--- src/rtl/ws2812_pkg.sv ---
// Shared types, default timing and colour helper for the WS2812 chain driver.
// Contents:
//   state_e         - frame FSM states (idle, sending bits, latch gap)
//   Def*            - default bit/latch timing at a 12 MHz clock
//   rgb_to_grb_dim  - reorder an RGB word into wire order and apply the dim shift
package ws2812_pkg;

    typedef enum logic [1:0] {
        StIdle,
        StSend,
        StLatch
    } state_e;

    localparam int unsigned DefTBit   = 15;   // 1.25 us per bit
    localparam int unsigned DefT0H    = 4;
    localparam int unsigned DefT1H    = 8;
    localparam int unsigned DefTReset = 720;  // 60 us latch gap

    // LEDs expect green first; every channel is right-shifted by dim.
    function automatic logic [23:0] rgb_to_grb_dim(input logic [23:0] rgb,
                                                   input logic [2:0]  dim);
        logic [7:0] r;
        logic [7:0] g;
        logic [7:0] b;
        r = rgb[23:16] >> dim;
        g = rgb[15:8] >> dim;
        b = rgb[7:0] >> dim;
        return {g, r, b};
    endfunction

endpackage

--- src/rtl/ws2812_chain_if.sv ---
// Host-side signal bundle of the WS2812 chain driver.
//   master: rgb_data/led_num/write (buffer write), refresh, auto_mode, dim -> driver
//   slave : busy, frame_done, data (serial line) <- driver
interface ws2812_chain_if #(
    parameter int unsigned ADDR_W = 8
);
    logic [23:0]       rgb_data;
    logic [ADDR_W-1:0] led_num;
    logic              write;
    logic              refresh;
    logic              auto_mode;
    logic [2:0]        dim;
    logic              busy;
    logic              frame_done;
    logic              data;

    modport master (
        output rgb_data, led_num, write, refresh, auto_mode, dim,
        input  busy, frame_done, data
    );

    modport slave (
        input  rgb_data, led_num, write, refresh, auto_mode, dim,
        output busy, frame_done, data
    );
endinterface

--- src/rtl/ws2812_bit_timer.sv ---
// Per-bit timing for the WS2812 serial line.
// Ports:
//   clk, reset_n  - clock, asynchronous active-low reset
//   en_i          - FSM is in the send state this cycle
//   send_next_i   - FSM will be in the send state next cycle
//   bit_next_i    - value of the bit being sent next cycle
//   bit_end_o     - this is the last cycle of the current bit slot
//   data_o        - registered serial output
module ws2812_bit_timer #(
    parameter int unsigned T_BIT = 15,
    parameter int unsigned T0H   = 4,
    parameter int unsigned T1H   = 8
) (
    input  logic clk,
    input  logic reset_n,
    input  logic en_i,
    input  logic send_next_i,
    input  logic bit_next_i,
    output logic bit_end_o,
    output logic data_o
);
    localparam int unsigned CntW = (T_BIT > 1) ? $clog2(T_BIT) : 1;

    logic [CntW-1:0] cnt_q, cnt_d;
    logic            data_q, data_d;

    assign bit_end_o = en_i && (cnt_q == CntW'(T_BIT - 1));

    // The line is registered, so the high/low decision is made from next-cycle
    // count and bit value; this gives the one-cycle start latency.
    always_comb begin
        cnt_d = '0;
        if (en_i && send_next_i && !bit_end_o) begin
            cnt_d = cnt_q + 1'b1;
        end
        data_d = send_next_i && (cnt_d < (bit_next_i ? CntW'(T1H) : CntW'(T0H)));
    end

    always_ff @(posedge clk or negedge reset_n) begin
        if (!reset_n) begin
            cnt_q  <= '0;
            data_q <= 1'b0;
        end else begin
            cnt_q  <= cnt_d;
            data_q <= data_d;
        end
    end

    assign data_o = data_q;
endmodule

--- src/rtl/ws2812_chain.sv ---
// WS2812 string driver: frame buffer of NUM_LEDS colours, GRB serialisation with
// global dimming, latch gap, refresh-on-demand (one-deep pending) or auto-refresh.
// Ports:
//   clk, reset_n - clock, asynchronous active-low reset
//   bus (slave)  - buffer write port, refresh/auto_mode/dim controls,
//                  busy/frame_done status and the registered serial line
module ws2812_chain
    import ws2812_pkg::*;
#(
    parameter int unsigned NUM_LEDS = 8,
    parameter int unsigned ADDR_W   = 8,
    parameter int unsigned T_BIT    = DefTBit,
    parameter int unsigned T0H      = DefT0H,
    parameter int unsigned T1H      = DefT1H,
    parameter int unsigned T_RESET  = DefTReset
) (
    input  logic          clk,
    input  logic          reset_n,
    ws2812_chain_if.slave bus
);
    localparam int unsigned LedW = (NUM_LEDS > 1) ? $clog2(NUM_LEDS) : 1;
    localparam int unsigned RstW = (T_RESET > 1) ? $clog2(T_RESET) : 1;

    state_e      state_q, state_d;
    logic [23:0] buf_q [NUM_LEDS];
    logic [LedW-1:0] led_q, led_d, led_next;
    logic [4:0]  bit_idx_q, bit_idx_d;
    logic [23:0] shift_q, shift_d;
    logic [2:0]  dim_q, dim_d;
    logic        pending_q, pending_d;
    logic [RstW-1:0] rst_cnt_q, rst_cnt_d;
    logic        start_frame;
    logic        bit_end;
    logic        wr_en;
    logic        last_led;
    logic        gap_end;

    assign wr_en    = bus.write && ({1'b0, bus.led_num} < (ADDR_W + 1)'(NUM_LEDS));
    assign last_led = (led_q == LedW'(NUM_LEDS - 1));
    assign gap_end  = (rst_cnt_q == RstW'(T_RESET - 1));

    always_comb begin
        state_d     = state_q;
        led_d       = led_q;
        bit_idx_d   = bit_idx_q;
        shift_d     = shift_q;
        dim_d       = dim_q;
        rst_cnt_d   = '0;
        start_frame = 1'b0;
        // Guarded so the buffer is never indexed past the last LED.
        led_next    = last_led ? '0 : led_q + 1'b1;

        case (state_q)
            StIdle: begin
                if (bus.refresh || bus.auto_mode || pending_q) begin
                    start_frame = 1'b1;
                end
            end
            StSend: begin
                if (bit_end) begin
                    if (bit_idx_q == 5'd0) begin
                        if (last_led) begin
                            state_d = StLatch;
                        end else begin
                            // Next word loads at the slot boundary: no gap cycle.
                            led_d     = led_next;
                            bit_idx_d = 5'd23;
                            shift_d   = rgb_to_grb_dim(buf_q[led_next], dim_q);
                        end
                    end else begin
                        bit_idx_d = bit_idx_q - 5'd1;
                        shift_d   = {shift_q[22:0], 1'b0};
                    end
                end
            end
            StLatch: begin
                if (gap_end) begin
                    if (bus.auto_mode || pending_q) begin
                        start_frame = 1'b1;
                    end else begin
                        state_d = StIdle;
                    end
                end else begin
                    rst_cnt_d = rst_cnt_q + 1'b1;
                end
            end
            default: state_d = StIdle;
        endcase

        if (start_frame) begin
            state_d   = StSend;
            led_d     = '0;
            bit_idx_d = 5'd23;
            dim_d     = bus.dim;
            shift_d   = rgb_to_grb_dim(buf_q[0], bus.dim);
        end

        // Refresh while busy collapses into a single pending frame.
        pending_d = start_frame ? 1'b0 : (pending_q || (bus.refresh && state_q != StIdle));
    end

    always_ff @(posedge clk or negedge reset_n) begin
        if (!reset_n) begin
            state_q   <= StIdle;
            led_q     <= '0;
            bit_idx_q <= '0;
            shift_q   <= '0;
            dim_q     <= '0;
            pending_q <= 1'b0;
            rst_cnt_q <= '0;
            for (int i = 0; i < NUM_LEDS; i++) begin
                buf_q[i] <= '0;
            end
        end else begin
            state_q   <= state_d;
            led_q     <= led_d;
            bit_idx_q <= bit_idx_d;
            shift_q   <= shift_d;
            dim_q     <= dim_d;
            pending_q <= pending_d;
            rst_cnt_q <= rst_cnt_d;
            if (wr_en) begin
                buf_q[bus.led_num[LedW-1:0]] <= bus.rgb_data;
            end
        end
    end

    ws2812_bit_timer #(
        .T_BIT (T_BIT),
        .T0H   (T0H),
        .T1H   (T1H)
    ) u_bit_timer (
        .clk         (clk),
        .reset_n     (reset_n),
        .en_i        (state_q == StSend),
        .send_next_i (state_d == StSend),
        .bit_next_i  (shift_d[23]),
        .bit_end_o   (bit_end),
        .data_o      (bus.data)
    );

    assign bus.busy       = (state_q != StIdle);
    assign bus.frame_done = (state_q == StLatch) && gap_end;
endmodule

--- src/flat_wrapper.sv ---
// flat-port wrapper written by rule: the top's interface ports become plain ports
module ws2812_chain_flat import ws2812_pkg::*;
#(
    parameter int unsigned NUM_LEDS = 8,
    parameter int unsigned ADDR_W   = 8,
    parameter int unsigned T_BIT    = DefTBit,
    parameter int unsigned T0H      = DefT0H,
    parameter int unsigned T1H      = DefT1H,
    parameter int unsigned T_RESET  = DefTReset
)
  (clk, reset_n, bus_rgb_data, bus_led_num, bus_write, bus_refresh, bus_auto_mode, bus_dim, bus_busy, bus_frame_done, bus_data);
  ws2812_chain_if #(.ADDR_W(ADDR_W)) bus_i ();
  input  logic clk;
  input  logic reset_n;
  input wire logic [$bits(bus_i.rgb_data)-1:0] bus_rgb_data;
  input wire logic [$bits(bus_i.led_num)-1:0] bus_led_num;
  input wire logic [$bits(bus_i.write)-1:0] bus_write;
  input wire logic [$bits(bus_i.refresh)-1:0] bus_refresh;
  input wire logic [$bits(bus_i.auto_mode)-1:0] bus_auto_mode;
  input wire logic [$bits(bus_i.dim)-1:0] bus_dim;
  output wire logic [$bits(bus_i.busy)-1:0] bus_busy;
  output wire logic [$bits(bus_i.frame_done)-1:0] bus_frame_done;
  output wire logic [$bits(bus_i.data)-1:0] bus_data;
  assign bus_i.rgb_data = bus_rgb_data;
  assign bus_i.led_num = bus_led_num;
  assign bus_i.write = bus_write;
  assign bus_i.refresh = bus_refresh;
  assign bus_i.auto_mode = bus_auto_mode;
  assign bus_i.dim = bus_dim;
  assign bus_busy = bus_i.busy;
  assign bus_frame_done = bus_i.frame_done;
  assign bus_data = bus_i.data;
  ws2812_chain #(.NUM_LEDS(NUM_LEDS), .ADDR_W(ADDR_W), .T_BIT(T_BIT), .T0H(T0H), .T1H(T1H), .T_RESET(T_RESET)) u_core (.clk(clk), .reset_n(reset_n), .bus(bus_i));
endmodule
--- config.mk ---
export PLATFORM = sky130hd
export DESIGN_NAME = ws2812_chain_flat
export DESIGN_NICKNAME = d
export VERILOG_FILES = /design/src/rtl/ws2812_pkg.sv /design/src/rtl/ws2812_chain_if.sv /design/src/rtl/ws2812_bit_timer.sv /design/src/rtl/ws2812_chain.sv /design/src/flat_wrapper.sv
export SDC_FILE = /design/constraint.sdc
export NUM_CORES = 1
export LEC_CHECK = 0
export CORE_ASPECT_RATIO = 1.25
export CORE_UTILIZATION = 35
export DETAILED_ROUTE_END_ITERATION = 6
export SYNTH_ARGS = -nofsm -noshare
export SYNTH_HDL_FRONTEND = slang
export SYNTH_SLANG_ARGS = --single-unit
--- constraint.sdc ---
create_clock -name clk -period 3.3 [get_ports clk]
set_clock_uncertainty 0.1 [all_clocks]
set_input_delay 0.495 -clock clk [delete_from_list [all_inputs] [get_ports clk]]
set_output_delay 0.495 -clock clk [all_outputs]
set_load 0.02 [all_outputs]
==> results_dict.tcl, run 1 <==
set metrics [dict create \
    design.core.area_um2 37260 \
    gr-total-overflow 0 \
    setup-tns-final_ns 0 \
    placementRows 79 \
    finalPower_mw 8.415 \
    synthMostInstantiatedCell "dfrtp_1" \
    ant_nets 0 \
    timing_worst_setup_path_type "register to register" \
    drtPass1Iterations 4 \
    finalSetupViolations 0 \
    worst_hold_slack_across_all_endpoints_ns 0.3678 \
    dp.final_hpwl_mm 25.44 \
    clkTransAtPathRegs_ns 0.06 \
    via_count 9736 \
    vias_in_the_first_global_route 9850 \
    synthesis.instances 1134 \
    unrepaired_setup_endpoints_after_global_routing "false" \
    wl_per_cell_um 21.15 \
    die_h_um 219.3 \
    final_cell_count_no_fill 1700 \
    final_net_count 1245 \
    number_of_drc_violations_after_detailed_routing_iteration_0 653 \
    dpl_worst_slack_ns 0.04949 \
    timing.critical_path.required_ns 3.60 \
    setup.worst_path.end_class "register" \
    power_leakage_nw 6.826 \
    worst_slack_ns 0.08764 \
    global_route.usage.total_pct 19.05 \
    worst-path-max-fanout 8 \
    wire_length_of_the_first_global_routing_pass_mm 57.49 \
    cts-htree-levels 1 \
    timing.final.crit_period_ns 3.212 \
    synth-async-reset-ratio_pct 100.0 \
    cts_inserted_buffers 27 \
    hold_class "register to register" \
    postPlaceCellArea_um2 14540 \
    yosys.cell_types.count 87 \
    edff_count_synth 0 \
    syn_avg_cell_area_um2 11.66 \
    layout_stage_area_growth_over_the_synthesis_result_pct 16.76 \
    ys_seq_elements 245 \
    synth_top_area_share_pct 46.38 \
    yosys_most_used_dff "dfrtp_1" \
    final_core_util_pct 41.42 \
    floorplan.io_pins 43 \
    period_share_pct 97.34 \
    relSlewSlack_pct 53.46 \
    place.detailed.instances 1653 \
    die-area_um2 38550 \
    power-per-cell-area_nw_per_um2 545.2 \
    clock_tree_from_tritoncts "yes" \
    worst-slew-pin-transition_ns 0.6928 \
    max_root_sink_buffers 3 \
    run_status "completed" \
    maxCapViolCount 0 \
    synth.top_cells.by_count "dfrtp_1, mux2_2, nand2_1" \
    number_of_fill_cells_in_the_layout 3521 \
    grt_max_degree 85 \
    totalWireLength_mm 35.96 \
    port_buffers 42 \
    synth_seq_area_share_pct 46.38 \
    root_driver "clkbuf_16" \
    vdd_drop_max_v 0.0003329 \
    yosysTopAreaCell "dfrtp_1" \
    clock_insertion_delay_worst_skew_ns 0.54 \
    final_hold_viol_count 0 \
    synth_area_leaders "dfrtp_1, mux2_2, mux4_2" \
    post-route-cell-area_um2 15430 \
    syn_area_um2 13220 \
    route.detailed.drc 0 \
    synth-warning-count 0 \
    crit_arrival_ns 3.52 \
    achievable-frequency_mhz 311.3 \
    initial_antenna_violation_count 0 \
    die_outline_width_um 175.8 \
    mappedNetlistNets 1182 \
    n_antenna_cell 0 \
    proportion_of_layout_cells_with_a_drive_suffix_above_1_pct 30.07 \
    viasPerCell 5.727 \
    clock_sink_count 245 \
    finalMaxSlewViolations 0 \
    worst_setup_path_start_kind "register" \
    floorplan.initialDensity_pct 35.47 \
    place_congestion 0.9029 \
]
## cells in the final DEF, fill, tap and decap left out, types with 20 or more instances in the layout
cell / n
nor2_1: 52
nor3_1: 20
mux2i_1: 39
nand3_1: 26
mux4_2: 29
nand2_1: 71
o21ai_0: 41
clkbuf_16: 27
a21oi_1: 26
dfrtp_1: 244
mux2_2: 201
clkdlybuf4s50_1: 41
buf_4: 62
inv_1: 21
## per-layer routing
layer | track usage, % | part of all wire [%] | routed length, um | vias up
met5 | 0 | 0 | 0 | -
met2 | 31.74 | 48 | 17360 | 287
met4 | 5.971 | 2.5 | 912 | 0
met3 | 2.391 | 5.1 | 1839 | 61
li1 | - | - | - | 4400
met1 | 25.68 | 44 | 15850 | 4988
## layout make-up
type / count / area [um2] / share of cell area, %
Inverter: 23 / 87.58 / 0.5674
Timing Repair Buffer: 115 / 1101 / 7.134
Clock inverter: 7 / 112.6 / 0.7296
Sequential cell: 245 / 6132 / 39.73
Tap cell: 486 / 608.1 / 3.940
Clock buffer: 39 / 770.7 / 4.994
Multi-Input combinational cell: 785 / 6623 / 42.91
## state kept, by name, indices dropped and copies added, names as in the netlist
signal                     count
u_core.bit_idx_q               5
u_core.buf_q                 192
u_core.dim_q                   3
u_core.led_q                   3
u_core.pending_q               1
u_core.rst_cnt_q              10
u_core.shift_q                24
u_core.state_q                 2
u_core.u_bit_timer.cnt_q       4
u_core.u_bit_timer.data_o      1
## logic make-up (layout without fill, tap and decap cells)
| family | Yosys count | count (layout) | share of synthesized area [%] |
|---|---|---|---|
| simple gates | 276 | 276 | 11.11 |
| mux | 269 | 269 | 25.02 |
| flops | 245 | 245 | 46.38 |
| compound gates | 220 | 220 | 12.29 |
| buf+inv | 104 | 184 | 3.654 |
| xor+xnor | 12 | 12 | 0.7951 |
| fa+ha+maj | 8 | 8 | 0.7572 |
## timing repair
action / 4_1_cts / 5_1_grt
hold endpoints to repair: 58 / 0
resized for setup: 0 / 0
setup buffers: 0 / 0
hold buffers: 1 / 0
## report_power, final
group	internal, mW	switching (mW)
combinational	0.772	1.05
sequential	3.31	0.237
clock	1.84	1.21
## worst paths after layout
path | from | endpoint | slack (ns) | depth (start not counted)
worst max-delay path | u_core.led_q[0] | u_core.shift_q[11] | 0.09 | 8
max in group asynchronous | reset_n | u_core.buf_q[133] | 1.89 | 3
worst min-delay path | u_core.rst_cnt_q[0] | u_core.rst_cnt_q[0] | 0.37 | 1
worst min register to register | u_core.rst_cnt_q[0] | u_core.rst_cnt_q[0] | 0.37 | 1
worst max register to register | u_core.led_q[0] | u_core.shift_q[11] | 0.09 | 8
min in group asynchronous | reset_n | u_core.buf_q[145] | 0.38 | 2
## critical path, stage by stage, from the launching register on
cell	delay (ns)
dfrtp_2	0.42
ha_1	0.21
ha_2	0.53
mux4_2	0.55
and2_1	0.18
nor3_1	0.33
mux2i_1	0.14
a2111oi_0	0.46
o32ai_1	0.14
No activity file was read; power rests on OpenSTA's default activity.
==> run 2: changes to the inputs <==
--- a/config.mk
+++ b/config.mk
@@ -6,7 +6,10 @@
 export NUM_CORES = 1
 export LEC_CHECK = 0
 export CORE_ASPECT_RATIO = 1.25
+export CORE_MARGIN = 2
 export CORE_UTILIZATION = 35
+export CTS_BUF_LIST = sky130_fd_sc_hd__clkbuf_4 sky130_fd_sc_hd__clkbuf_8 sky130_fd_sc_hd__clkbuf_16
+export CTS_CLUSTER_SIZE = 20
 export DETAILED_ROUTE_END_ITERATION = 6
 export SYNTH_ARGS = -nofsm -noshare
 export SYNTH_HDL_FRONTEND = slang
==> results_dict.tcl, run 2 (synthesis gave the netlist of run 1 again) <==
set metrics [dict create \
    unrepaired_setup_endpoints_after_global_routing "true" \
    timing.final.crit_period_ns 3.258 \
    die_h_um 221.3 \
    crit_arrival_ns 3.58 \
    proportion_of_layout_cells_with_a_drive_suffix_above_1_pct 30.67 \
    worst-path-max-fanout 54 \
    floorplan.initialDensity_pct 35.47 \
    via_count 9762 \
    die-area_um2 39350 \
    cp_num_buf_inv 1 \
    clock_sink_count 245 \
    design.core.area_um2 37260 \
    ant_nets 0 \
    registers.top_by_ff_count "u_core.buf_q" \
    vdd_drop_max_v 0.0003222 \
    worst_setup_path_start_kind "register" \
    finalMaxSlewViolations 0 \
    root_driver "clkbuf_16" \
    setup.worst_path.end_class "register" \
    cts-htree-levels 1 \
    path_cells "ha_1 > ha_4 > buf_12 > nor2b_1 > nand2_1 > a32oi_1 > a2bb2oi_1 > o21a_2 > ha_1 > or3_1 > o41ai_2" \
    timing.critical_path.slowest_stage_cell "a32oi_1" \
    wire_length_of_the_first_global_routing_pass_mm 59.09 \
    timing.critical_path.mode_cell "ha_1" \
    setup-tns-final_ns 0 \
    clock_insertion_delay_worst_skew_ns 0.54 \
    worst_slack_ns 0.04196 \
    global_route.usage.total_pct 19.05 \
    biggestRegsByFlops "u_core.buf_q x192, u_core.shift_q x24, u_core.rst_cnt_q x10" \
    vias_in_the_first_global_route 10030 \
    timing.critical_path.required_ns 3.63 \
    clock_tree_from_tritoncts "yes" \
    route.detailed.drc 0 \
    n_antenna_cell 0 \
    layout.cells.most_common_list "dfrtp_1, mux2_2, nand2_1" \
    totalWireLength_mm 36.74 \
    cpLargestDelayFamily "compound AO/OA/AOI/OAI gates" \
    number_of_drc_violations_after_detailed_routing_iteration_0 751 \
    worst-slew-pin-transition_ns 0.8533 \
    number_of_fill_cells_in_the_layout 3502 \
    finalSetupViolations 0 \
    cts_inserted_buffers 27 \
    maxCapViolCount 0 \
    final_hold_viol_count 0 \
    delay_of_the_slowest_cell_on_the_worst_path_ns 0.51 \
    grt_max_degree 88 \
    largest_register_ffs 192 \
    hold_class "register to register" \
    ff_latch_area_um2 6132 \
    viasPerCell 5.746 \
    initial_antenna_violation_count 1 \
    relSlewSlack_pct 42.91 \
    clkTransAtPathRegs_ns 0.06 \
    dp.final_hpwl_mm 25.65 \
    dpl_worst_slack_ns -0.001142 \
    die_outline_width_um 177.8 \
    power-per-cell-area_nw_per_um2 555.7 \
    layout_stage_area_growth_over_the_synthesis_result_pct 17.18 \
    period_share_pct 98.73 \
    power_leakage_nw 6.859 \
    port_buffers 42 \
    floorplan.io_pins 43 \
    gr-total-overflow 0 \
    max_root_sink_buffers 3 \
    run_status "completed" \
    timing_worst_setup_path_type "register to register" \
    wl_per_cell_um 21.63 \
    placementRows 79 \
    layout_commonest_cell "dfrtp_1" \
    final_net_count 1242 \
    multiInputGateArea_um2 6640 \
    place_congestion 0.9215 \
    achievable-frequency_mhz 306.9 \
    drtPass1Iterations 7 \
]
[run 2: cell types whose count changed in the layout (fill, tap and decap cells not counted), sizes merged]
cell	delta
clkinv	+2
clkinvlp	-1
buf	-3
bufinv	+1
[run 2: repair_timing]
| action | in CTS | in global routing |
|---|---|---|
| setup endpoints to repair | 0 | 14 |
| resized for setup | 0 | 3 |
| setup buffers | 0 | 0 |
| hold buffers | 1 | 0 |
| endpoints found under the hold margin | 81 | 0 |
[run 2: report_power, final]
part / total (mW) / internal [mW] / switching (mW) / leakage, nW
Combinational: 1.84 / 0.774 / 1.06 / 3.09
Clock: 3.22 / 2.00 / 1.23 / 0.480
Sequential: 3.55 / 3.31 / 0.237 / 3.29
[run 2: routing by layer]
| layer | vias to the layer above | global-route usage [%] | routed length, um |
|---|---|---|---|
| li1 | 4378 | - | - |
| met1 | 5063 | 26.63 | 16600 |
| met2 | 250 | 30.61 | 17410 |
| met3 | 69 | 2.268 | 1634 |
| met4 | 2 | 6.267 | 1094 |
| met5 | - | 0 | 8 |
[run 2: layout make-up]
class | count | area share [%]
tap | 486 | 3.926
multi-input combinational | 785 | 42.87
timing repair buffer | 112 | 6.882
clock inverter | 9 | 0.9855
sequential | 245 | 39.59
inverter | 23 | 0.5654
clock buffer | 39 | 5.186
[run 2: path summary, 6_finish.rpt]
kind,slack (ns),startpoint,to,cells past startpoint
setup / recovery,0.04,u_core.led_q[0],u_core.u_bit_timer.data_o,11
hold / removal,0.38,u_core.rst_cnt_q[0],u_core.rst_cnt_q[0],1
setup reg to reg,0.04,u_core.led_q[0],u_core.u_bit_timer.data_o,11
hold reg to reg,0.38,u_core.rst_cnt_q[0],u_core.rst_cnt_q[0],1
max in group asynchronous,1.74,reset_n,u_core.buf_q[135],3
min in group asynchronous,0.45,reset_n,u_core.buf_q[25],2
[run 2: stage by stage]
stage	instance area (um2)	hold WS [ns]	std cells	util, %	total power [mW]
3_3_place_gp	14510	0.3479	1650	38.93	5.362
6_report	15490	0.3775	1699	41.57	8.608
4_1_cts	15470	0.3821	1699	41.52	8.658
5_1_grt	15490	0.3905	1699	41.57	9.005
3_5_place_dp	14510	0.3750	1650	38.93	5.392
2_1_floorplan	13220	0.09941	1134	-	4.695
